`config.mk`:
```
export PLATFORM = sky130hd
export DESIGN_NAME = pc_fetch_sequencer_flat
export DESIGN_NICKNAME = d
export VERILOG_FILES = /design/src/rtl/pc_fetch_sequencer_if.sv /design/src/rtl/pc_fetch_sequencer.sv /design/src/flat_wrapper.sv
export SDC_FILE = /design/constraint.sdc
export NUM_CORES = 1
export LEC_CHECK = 0
export CAP_MARGIN = 30
export CORE_ASPECT_RATIO = 1.1
export CORE_MARGIN = 10
export CORE_UTILIZATION = 30
export CTS_CLUSTER_DIAMETER = 60
export CTS_CLUSTER_SIZE = 28
export DETAILED_ROUTE_END_ITERATION = 16
export DONT_BUFFER_PORTS = 1
export HOLD_SLACK_MARGIN = 0.05
export PLACE_DENSITY = 0.55
export SYNTH_ARGS = -nofsm -noshare
export SYNTH_HDL_FRONTEND = slang
export SYNTH_SLANG_ARGS = --single-unit
```
`constraint.sdc`:
```
create_clock -name clk -period 3.6 [get_ports clk]
set_input_delay 0.36 -clock clk [delete_from_list [all_inputs] [get_ports clk]]
set_output_delay 0.36 -clock clk [all_outputs]
set_load 0.02 [all_outputs]
```
`src/rtl/pc_fetch_sequencer_if.sv`:
```
// Instruction-memory fetch bus between the fetch sequencer and the
// instruction memory / cache.
//
// Handshake: imem_req high means a fetch of imem_addr is outstanding and the
// address stays stable until the memory answers. imem_rdy is a one-cycle
// strobe meaning imem_instr carries the data for that outstanding request.
// If imem_req is still high in the cycle after imem_rdy, that is a new request
// for whatever imem_addr now holds.
//
// Signals:
//   imem_req   sequencer -> memory  fetch request outstanding
//   imem_addr  sequencer -> memory  16-bit fetch address (halfword aligned)
//   imem_rdy   memory -> sequencer  response valid this cycle
//   imem_instr memory -> sequencer  16-bit instruction word
interface pc_fetch_sequencer_if;
  logic        imem_req;
  logic [15:0] imem_addr;
  logic        imem_rdy;
  logic [15:0] imem_instr;

  modport master (
    output imem_req,
    output imem_addr,
    input  imem_rdy,
    input  imem_instr
  );

  modport slave (
    input  imem_req,
    input  imem_addr,
    output imem_rdy,
    output imem_instr
  );
endinterface

```
`src/rtl/pc_fetch_sequencer.sv`:
```
// Fetch-PC owner and instruction fetch sequencer.
//
// Keeps the architectural fetch PC, issues requests to a variable-latency
// instruction memory, applies taken-branch redirects and hazard stalls,
// detects HLT, and drives the IF/ID pipeline register.
//
// Ports:
//   clk, rst_n            clock (rising edge), async active-low reset
//   stall                 hold IF/ID and PC this cycle
//   redirect, redirect_pc taken branch and its target (bit 0 ignored)
//   imem                  fetch bus (master side)
//   if_valid, if_instr,
//   if_pc_plus2           IF/ID register contents
//   halted                HLT fetched, fetching stopped
//   dbg_state             current FSM state (0 FETCH, 1 DISCARD, 2 HALT)
//
// Per-cycle priority is redirect > stall > imem_rdy.
module pc_fetch_sequencer #(
  parameter logic [15:0] RESET_PC    = 16'h0000,
  parameter logic [3:0]  HALT_OPCODE = 4'hF
) (
  input  logic                       clk,
  input  logic                       rst_n,
  input  logic                       stall,
  input  logic                       redirect,
  input  logic [15:0]                redirect_pc,
  pc_fetch_sequencer_if.master       imem,
  output logic                       if_valid,
  output logic [15:0]                if_instr,
  output logic [15:0]                if_pc_plus2,
  output logic                       halted,
  output logic [1:0]                 dbg_state
);

  typedef enum logic [1:0] {
    S_FETCH   = 2'd0,  // request for pc outstanding
    S_DISCARD = 2'd1,  // outstanding request is wrong-path; drop its data
    S_HALT    = 2'd2   // HLT delivered, no more requests
  } state_t;

  state_t      state_q, state_d;
  logic [15:0] pc_q, pc_d;
  logic [15:0] target_q, target_d;
  logic        if_valid_q, if_valid_d;
  logic [15:0] if_instr_q, if_instr_d;
  logic [15:0] if_pc_plus2_q, if_pc_plus2_d;
  logic        halted_q, halted_d;

  logic [15:0] pc_plus2;
  logic [15:0] redirect_tgt;

  // 16-bit adder, carry discarded: 16'hFFFE + 2 wraps to 16'h0000.
  assign pc_plus2     = pc_q + 16'd2;
  // Instructions are halfword aligned; the low target bit is forced to zero.
  assign redirect_tgt = {redirect_pc[15:1], 1'b0};

  // redirect_pc[0] is intentionally dropped by the alignment above.
  logic unused_redirect_lsb;
  assign unused_redirect_lsb = redirect_pc[0];

  always_ff @(posedge clk or negedge rst_n) begin
    if (!rst_n) begin
      state_q       <= S_FETCH;
      pc_q          <= RESET_PC;
      target_q      <= 16'h0000;
      if_valid_q    <= 1'b0;
      if_instr_q    <= 16'h0000;
      if_pc_plus2_q <= 16'h0000;
      halted_q      <= 1'b0;
    end else begin
      state_q       <= state_d;
      pc_q          <= pc_d;
      target_q      <= target_d;
      if_valid_q    <= if_valid_d;
      if_instr_q    <= if_instr_d;
      if_pc_plus2_q <= if_pc_plus2_d;
      halted_q      <= halted_d;
    end
  end

  always_comb begin
    state_d       = state_q;
    pc_d          = pc_q;
    target_d      = target_q;
    if_valid_d    = if_valid_q;
    if_instr_d    = if_instr_q;
    if_pc_plus2_d = if_pc_plus2_q;
    halted_d      = halted_q;

    case (state_q)
      S_FETCH: begin
        if (redirect) begin
          if_valid_d = 1'b0;
          if (imem.imem_rdy) begin
            // Response for the old pc returns now: drop it and request the
            // target straight away.
            pc_d = redirect_tgt;
          end else begin
            // Address must stay stable while the wrong-path request is out.
            target_d = redirect_tgt;
            state_d  = S_DISCARD;
          end
        end else if (stall) begin
          // Hold IF/ID and pc; any response is dropped and pc re-requested.
        end else if (imem.imem_rdy) begin
          if_valid_d    = 1'b1;
          if_instr_d    = imem.imem_instr;
          if_pc_plus2_d = pc_plus2;
          if (imem.imem_instr[15:12] == HALT_OPCODE) begin
            halted_d = 1'b1;
            state_d  = S_HALT;
          end else begin
            pc_d = pc_plus2;
          end
        end else begin
          if_valid_d = 1'b0;
        end
      end

      S_DISCARD: begin
        // IF/ID already flushed on entry; it stays empty here.
        if_valid_d = 1'b0;
        if (redirect) begin
          target_d = redirect_tgt;
        end else if (imem.imem_rdy) begin
          // Wrong-path data returned and is dropped; the stall only concerns
          // IF/ID, so the pending redirect still takes effect.
          pc_d    = target_q;
          state_d = S_FETCH;
        end
      end

      S_HALT: begin
        if (redirect) begin
          halted_d   = 1'b0;
          if_valid_d = 1'b0;
          pc_d       = redirect_tgt;
          state_d    = S_FETCH;
        end else if (!stall) begin
          if_valid_d = 1'b0;
        end
      end

      default: begin
        state_d = S_FETCH;
      end
    endcase
  end

  assign imem.imem_req  = (state_q != S_HALT);
  assign imem.imem_addr = pc_q;
  assign if_valid       = if_valid_q;
  assign if_instr       = if_instr_q;
  assign if_pc_plus2    = if_pc_plus2_q;
  assign halted         = halted_q;
  assign dbg_state      = state_q;

endmodule

```
`src/flat_wrapper.sv`:
```
// flat-port wrapper written by rule: the top's interface ports become plain ports
module pc_fetch_sequencer_flat 
#(
  parameter logic [15:0] RESET_PC    = 16'h0000,
  parameter logic [3:0]  HALT_OPCODE = 4'hF
)
  (clk, rst_n, stall, redirect, redirect_pc, if_valid, if_instr, if_pc_plus2, halted, dbg_state, imem_imem_req, imem_imem_addr, imem_imem_rdy, imem_imem_instr);
  pc_fetch_sequencer_if imem_i ();
  input  logic clk;
  input  logic rst_n;
  input  logic stall;
  input  logic redirect;
  input  logic [15:0] redirect_pc;
  output logic if_valid;
  output logic [15:0] if_instr;
  output logic [15:0] if_pc_plus2;
  output logic halted;
  output logic [1:0] dbg_state;
  output wire logic [$bits(imem_i.imem_req)-1:0] imem_imem_req;
  output wire logic [$bits(imem_i.imem_addr)-1:0] imem_imem_addr;
  input wire logic [$bits(imem_i.imem_rdy)-1:0] imem_imem_rdy;
  input wire logic [$bits(imem_i.imem_instr)-1:0] imem_imem_instr;
  assign imem_imem_req = imem_i.imem_req;
  assign imem_imem_addr = imem_i.imem_addr;
  assign imem_i.imem_rdy = imem_imem_rdy;
  assign imem_i.imem_instr = imem_imem_instr;
  pc_fetch_sequencer #(.RESET_PC(RESET_PC), .HALT_OPCODE(HALT_OPCODE)) u_core (.clk(clk), .rst_n(rst_n), .stall(stall), .redirect(redirect), .redirect_pc(redirect_pc), .imem(imem_i), .if_valid(if_valid), .if_instr(if_instr), .if_pc_plus2(if_pc_plus2), .halted(halted), .dbg_state(dbg_state));
endmodule
```
# [Word-level counts from Yosys, hierarchy flattened]
# Cells that the tools add are included.
[totals] ff_bits=68 latchBits=0 ramBits=0 mem_bits_ro=0 input_bits=37 out_inout_bits=53 word_cells=73 memories=0
[classes] add_sub_neg=1 multipliers=0 div=0 order_cmp=0 eq_ne=20 n_shift=0 mux=33 n_bitwise=2 n_reduce_logical=10
[op_table] operator="$mux 16" count=10
[op_table] operator="$pmux 16 s3" count=1
[op_table] operator="$pmux 16 s2" count=1
[op_table] operator="$ne 2x2->1 const B" count=10
[op_table] operator="$add 16x2->16 const B" count=1
[op_table] operator="$mux 2" count=8
[op_table] operator="$ne 3x3->1 const B" count=5
[op_table] operator="$reduce_and 7->1" count=2
[op_table] operator="$mux 1" count=10
[op_table] operator="$reduce_and 4->1" count=2
[op_table] operator="$pmux 2 s3" count=1
[op_table] operator="$reduce_and 6->1" count=1
[op_table] operator="$eq 4x4->1 const B" count=1
[op_table] operator="$reduce_bool 2->1" count=2
[op_table] operator="$ne 3x2->1 const B" count=1
[op_table] operator="$pmux 1 s3" count=1
[op_table] operator="$reduce_and 3->1" count=1
[op_table] operator="$reduce_bool 3->1" count=1
[op_table] operator="$eq 2x1->1 const B" count=1
[op_table] operator="$eq 2x2->1 const B" count=1
[op_table] operator="$logic_not 2->1" count=1
[op_table] operator="$ne 2x1->1 const B" count=1
[op_table] operator="$not 1->1" count=2
[op_table] operator="$pmux 1 s2" count=1

# [Logic depth before layout (Yosys ltp)]
# Gate-level depths: netlist of run 1.
[logic_depth] word_depth=6 mapped_depth=9 mapped_depth_nobuf=7

# [Worst setup path after synthesis of run 1]
# No wires, ideal clock.
[synth_path] path_kind="flip-flop to flip-flop" startpoint="reg u_core.state_q[0], in the netlist u_core.dbg_state[0]" endpoint="reg u_core.pc_q[1], in the netlist u_core.imem.imem_addr[1]" setup_time_ps=125 arrival_time_ps=2075 t_required_ps=3475 slack_ps=1401 path_stages_with_launch=8 path_buffers=1 period_less_slack_ps=2199 path_cell_list="dfrtp_1 -> inv_1 -> ha_1 -> buf_2 -> a21oi_1 -> o2bb2ai_2 -> nor4_4 -> mux2_2"
[synth_between] elab_chain_len=3 elab_cells_between_ends=12 classes_between="eq/ne (8); mux (1); reduce/logical (3)"
[synth_rtl] element="from (decl)" line="pc_fetch_sequencer.sv:41" text="state_t state_q, state_d;"
[synth_rtl] element="from (signal assigned)" line="pc_fetch_sequencer.sv:71" text="state_q <= state_d;"
[synth_rtl] element="$eq 2x1->1, or another cell as far along" line="pc_fetch_sequencer.sv:90" text="case (state_q)"
[synth_rtl] element="$ne 2x2->1 (no line), or another cell as far along"
[synth_rtl] element="$reduce_and 7->1 (no line)"
[synth_rtl] element="to (signal assigned)" line="pc_fetch_sequencer.sv:72" text="pc_q <= pc_d;"
[synth_rtl] element="to (decl)" line="pc_fetch_sequencer.sv:42" text="logic [15:0] pc_q, pc_d;"
# Several ways; a longest one is shown, not always the timed one.
# A chain may end at the register's enable or synchronous reset.

# [Final worst setup path of run 1]
[layout_path] startpoint="reg u_core.state_q[1], in the netlist u_core.dbg_state[1]" endpoint="reg u_core.pc_q[10], in the netlist u_core.imem.imem_addr[10]"
# The elaborated chain is that of the path after synthesis.

==> impl_metrics.yaml, run 1 <==
place:
  dpl.hpwl_um: 6700
  post-place-ws_ns: 0.943
  gp_congestion: 0.778
  numPortBuffers: 0
timing:
  fin_crit_ns: 2.62
  fin_ws_ns: 0.979
  finalCritPeriodShare_pct: 72.8
  worstMarginPinSlew_ns: 0.731
  whs_ns: 0.174
  slew_viol_final: 0
  setup_violations: 0
  rsz0062_at_grt: "false"
  max_slew_margin_pct: 50.8
  fmax_mhz: 382
  fin_skew_ns: 0.00465
  finalSetupTns_ns: 0
  hold_viol: 0
route:
  via_per_inst: 5.18
  drc: 0
  dr_total_vias: 2506
  antenna_left: 0
  wire_per_inst_um: 19.0
  routed_wirelength_um: 9210
  first_pass_iters: 4
  drt_iter0_markers: 164
critical_path:
  rrSetupSlack_ns: 0.98
  required_ns: 3.85
  arrival_ns: 2.87
  path_cells: "inv_1 > ha_1 > o2bb2ai_2 > nor4_4 > buf_4 > a21boi_1 > a2bb2oi_1"
  critical-path-max-stage-delay_ns: 0.57
  path_class: "reg2reg"
  startpoint_type: "flip-flop"
  slowest_stage: "dfrtp_1"
  end_kind: "flip-flop"
  ff2ff_path_depth: 7
  cp_max_fo: 27
logic_synthesis:
  syn_area_um2: 3500
  postSynthRegisterBits: 65
  synth_flop_cell: "dfrtp_1"
  synth_edf_count: 0
  synth_warnings: 0
  ys_seq_area_share_pct: 46.5
  synth_cell_type_count: 52
  synth-compound-area-share_pct: 18.9
  synth_top_family_by_area: "compound AO/OA/AOI/OAI gates"
  synth_fa_ha_area_share_pct: 2.50
  synth_xor_area_share_pct: 3.26
  synthArstFlopShare_pct: 100
  synthMuxAreaShare_pct: 11.8
  yosys.area_share.simple_pct: 12.8
  avgSynthCellArea_um2: 10.7
  synth_cells: 328
floorplan:
  die_area_um2: 16400
  core_um2: 11400
  fp-row-count: 41
  die_h_um: 133
  die_w_um: 123
  start_util_pct: 30.6
  pin_count: 90
power_and_ir_drop:
  finalPower_w: 0.00423
  cellPowerDensity_nw_per_um2: 1070
  p_leak_nw: 1.57
  peakVddDrop_mv: 0.307
grt:
  overflow: 0
  grt_max_degree: 66
  grt_pass1_wl_um: 14700
  grt_antenna_before_repair: 0
  grt_use_total_pct: 11.5
  grt_pass1_vias: 2542
hold_path:
  hold_depth: 1
  hold_class: "in2reg"
clocking:
  htreeDepth: 3
  cts.sinks: 65
  cts_tree: "yes"
  cts_resized: 0
  cts_buffer_depth: 2
  clkLatencyLatePin_ns: 0.33
  numCtsBuffers: 9
  cts-root-buf: "clkbuf_16"
  path_clk_slew_ns: 0.06
run_status:
  status: "complete, no violations"
job:
  drv_cap: 0
cells_and_area:
  antennaDiodeCount: 0
  nets: 373
  drive_above_1_share_pct: 25.4
  synthToLayoutAreaGrowth_pct: 13.6
[layer usage]
layer,global-route usage [%],up-vias,wire length [um]
met2,18.8,64,4710
met3,4.35,13,800
met1,12.9,1238,3510
li1,-,1191,-
met4,5.31,0,196
met5,0,-,0
[Yosys cell counts (6+ instances only)]
| library cell | n | area, um^2 |
|---|---|---|
| o21ai_0 | 6 | 30.0 |
| nand2_1 | 22 | 82.6 |
| inv_1 | 7 | 26.3 |
| nand2b_1 | 9 | 56.3 |
| buf_2 | 8 | 40.0 |
| nor2_1 | 27 | 101 |
| a21oi_2 | 16 | 140 |
| dfrtp_1 | 65 | 1630 |
| ha_1 | 7 | 87.6 |
| xnor2_1 | 8 | 70.1 |
| a21oi_1 | 30 | 150 |
| nand3_1 | 9 | 45.0 |
| mux2_2 | 35 | 394 |
| clkbuf_1 | 6 | 22.5 |
[placed cells by master, fill, tap and decap left out, drive strengths merged, types with 8 or more instances in the layout]
master	n
nand3	10
nor2	27
buf	8
mux2	35
nand2	22
nand2b	10
xnor2	8
a21oi	46
dfrtp	65
clkbuf	9
[cell families after synthesis]
family | Yosys count
AOI/OAI and AO/OA | 91
and+or+nand+nor | 86
DFF | 65
muxes | 37
buffers and inverters | 28
xor gates and xnor gates | 13
adders and majority gates | 7
other | 1
[path summary, 6_finish.rpt]
path | end | start
max | u_core.imem.imem_addr[10] | u_core.dbg_state[1]
min reg2reg | u_core.target_q[15] | u_core.target_q[15]
max in group asynchronous | u_core.if_instr[12] | rst_n
max reg2reg | u_core.imem.imem_addr[10] | u_core.dbg_state[1]
min in group asynchronous | u_core.imem.imem_addr[14] | rst_n
min | u_core.if_instr[4] | imem_imem_instr[4]
[through the flow]
step | util, % | area, um^2 | instances
floorplan | - | 3500 | 329
global placement | 31.8 | 3640 | 466
detailed placement | 31.8 | 3640 | 466
CTS | 34.7 | 3970 | 484
global route | 34.7 | 3970 | 484
finish | 34.7 | 3970 | 484
[layout make-up]
type	count	area [um^2]
Clock buffer	9	225
Clock inverter	7	71.3
Fill cell	1150	7470
Inverter	8	30.0
Multi-Input combinational cell	236	1740
Sequential cell	65	1630
Tap cell	150	188
Timing Repair Buffer	9	90.1
[state kept, by name, summed over array words and instances, names as in the netlist]
| name | flops |
|---|---|
| u_core.target_q | 15 |
| u_core.imem.imem_addr | 15 |
| u_core.dbg_state | 2 |
| u_core.if_valid | 1 |
| u_core.halted | 1 |
| u_core.if_instr | 16 |
| u_core.if_pc_plus2 | 15 |
[worst max-delay path, delay by kind of cell, from the launching register on]
kind                     cells  cell delay, ns
AND/OR/NAND/NOR              1            0.25
buffers and inverters        2            0.56
AO/OA/AOI/OAI                3            0.68
flip-flops                   1            0.57
adder cells (fa/ha/maj)      1            0.46
[report_power, final]
part           leakage [nW]  internal, W  switching [W]  total (W)
combinational         0.674     0.000733       0.000800    0.00153
sequential            0.762      0.00110       0.000741    0.00184
clock                 0.137     0.000534       0.000327   0.000860
total                  1.57      0.00237        0.00187    0.00423
[what timing repair did]
item	4_1_cts	5_1_grt
hold buffers	2	0
endpoints found under the hold margin	65	0
setup buffers	0	0
Note: power is estimated with default switching activity, not from simulation.
==> inputs of run 2 (changes only) <==
Clock period 3.6 ns to 2.5 ns, I/O delays scaled along.
==> run 2 against run 1 <==
Fmax is 27% higher. Flip-flop and latch count unchanged. Sequential power rose by 32%. Critical path depth is the same. Clock skew rose by 0.0012 ns. Critical endpoint is now u_core.imem.imem_addr[2]. Highest routed layer unchanged.
==> impl_metrics.yaml, run 2 (synthesized netlist as in run 1, its figures left out) <==
run_status:
  status: "complete, no violations"
critical_path:
  end_kind: "flip-flop"
  path_buf_inv: 2
  cpLargestDelayFamily: "simple AND/OR/NAND/NOR gates"
  startpoint_type: "flip-flop"
  rrSetupSlack_ns: 0.43
  required_ns: 2.72
  path_class: "reg2reg"
  cp_max_fo: 27
  arrival_ns: 2.28
  slowest_stage: "dfrtp_1"
  critical-path-max-stage-delay_ns: 0.35
  path_cells: "inv_1 > ha_1 > nand2b_1 > nor2_1 > nor4_4 > buf_12 > mux2_2"
route:
  wire_per_inst_um: 18.9
  antenna_left: 0
  drc: 0
  first_pass_iters: 4
  routed_wirelength_um: 9420
  via_per_inst: 5.17
  drt_iter0_markers: 118
  dr_total_vias: 2570
place:
  place_area_um2: 3760
  numPortBuffers: 0
  gp_congestion: 0.808
  dpl.hpwl_um: 6880
  post-place-ws_ns: 0.431
cells_and_area:
  stdcell_area_um2: 4120
  drive_above_1_share_pct: 28.2
  largest_reg_flops: 16
  nets: 386
  final_common_cell: "dfrtp_1"
  synthToLayoutAreaGrowth_pct: 17.7
  antennaDiodeCount: 0
  layout_common_cells: "dfrtp_1, mux2_2, a21oi_1"
power_and_ir_drop:
  peakVddDrop_mv: 0.468
  cellPowerDensity_nw_per_um2: 1550
  switching_share_pct: 42.7
  p_leak_nw: 1.66
  p_sw_w: 0.00273
  power_frac_clock_pct: 21.0
  p_int_w: 0.00366
  seqPwrFrac_pct: 38.1
  pwr-share-comb_pct: 40.8
clocking:
  cts_setup_buffers: 0
  cts_tree: "yes"
  cts.sinks: 65
  clkLatencyLatePin_ns: 0.33
  path_clk_slew_ns: 0.06
  cts_buffer_depth: 2
  htreeDepth: 3
  cts-root-buf: "clkbuf_16"
  numCtsBuffers: 9
hold_path:
  hold_class: "in2reg"
grt:
  grt_pass1_vias: 2635
  grt_use_total_pct: 11.7
  overflow: 0
  grt_pass1_wl_um: 14900
  grt_antenna_before_repair: 0
  grt_max_degree: 66
floorplan:
  fp-row-count: 41
  core_um2: 11400
  die_w_um: 123
  die_area_um2: 16400
  die_h_um: 133
  pin_count: 90
  start_util_pct: 30.6
timing:
  setup_violations: 0
  worstMarginPinSlew_ns: 0.625
  finalSetupTns_ns: 0
  finalCritPeriodShare_pct: 82.7
  hold_viol: 0
  fin_crit_ns: 2.07
  fin_ws_ns: 0.432
  max_slew_margin_pct: 57.9
  fmax_mhz: 484
  whs_ns: 0.0672
  slew_viol_final: 0
  rsz0062_at_grt: "false"
  fin_skew_ns: 0.00585
job:
  drv_cap: 0
## run 2: worst paths after layout
kind                                       endpoint  cells past startpoint                 from
max                        u_core.imem.imem_addr[2]                      7  u_core.dbg_state[0]
min                              u_core.if_instr[3]                      1   imem_imem_instr[3]
max reg2reg                u_core.imem.imem_addr[2]                      7  u_core.dbg_state[0]
min reg2reg                      u_core.target_q[6]                      1   u_core.target_q[6]
max in group asynchronous  u_core.imem.imem_addr[3]                      2                rst_n
min in group asynchronous    u_core.if_pc_plus2[14]                      2                rst_n
## run 2: power groups by stage
stage	combinational, W	clock (W)	sequential, W
floorplan	0.00185	0	0.00247
global placement	0.00256	0	0.00246
detailed placement	0.00260	0	0.00248
CTS	0.00264	0.00138	0.00246
global route	0.00291	0.00142	0.00252
finish	0.00261	0.00134	0.00243
## run 2: per-layer routing
layer / routed length (um) / up-vias / part of all wire [%] / track usage, %
met1: 3690 / 1276 / 39 / 12.8
met2: 4740 / 61 / 50 / 19.4
met3: 758 / 12 / 8.1 / 4.73
li1: - / 1221 / - / -
met4: 226 / 0 / 2.4 / 5.31
met5: 0 / - / 0 / 0
## run 2: what timing repair did
| item | CTS | global route |
|---|---|---|
| gates resized for setup | 0 | 0 |
| endpoints found under the setup margin | 0 | 0 |
| hold endpoints to repair | 65 | 0 |
| hold buffers | 2 | 0 |
## run 2: worst register-to-register path, cell delays in order (launching register included)
cell	delay (ns)
dfrtp_1	0.35
inv_1	0.08
ha_1	0.29
nand2b_1	0.25
nor2_1	0.12
nor4_4	0.27
buf_12	0.24
mux2_2	0.36
## run 2: layout make-up
| class | count | area, um^2 |
|---|---|---|
| multi-input cells | 236 | 1740 |
| clock buffers | 9 | 225 |
| well taps | 150 | 188 |
| flip-flops and latches | 65 | 1630 |
| inverters | 8 | 30.0 |
| repair buffers | 22 | 213 |
| clock inverters | 7 | 93.8 |
| fillers | 1094 | 7320 |
## run 2: metrics by stage
step                util (%)  instances  power, W
detailed placement      32.9        479   0.00507
finish                  36.0        497   0.00639
global route            36.0        497   0.00685
CTS                     36.0        497   0.00648
global placement        32.9        479   0.00502
floorplan                  -        329   0.00432
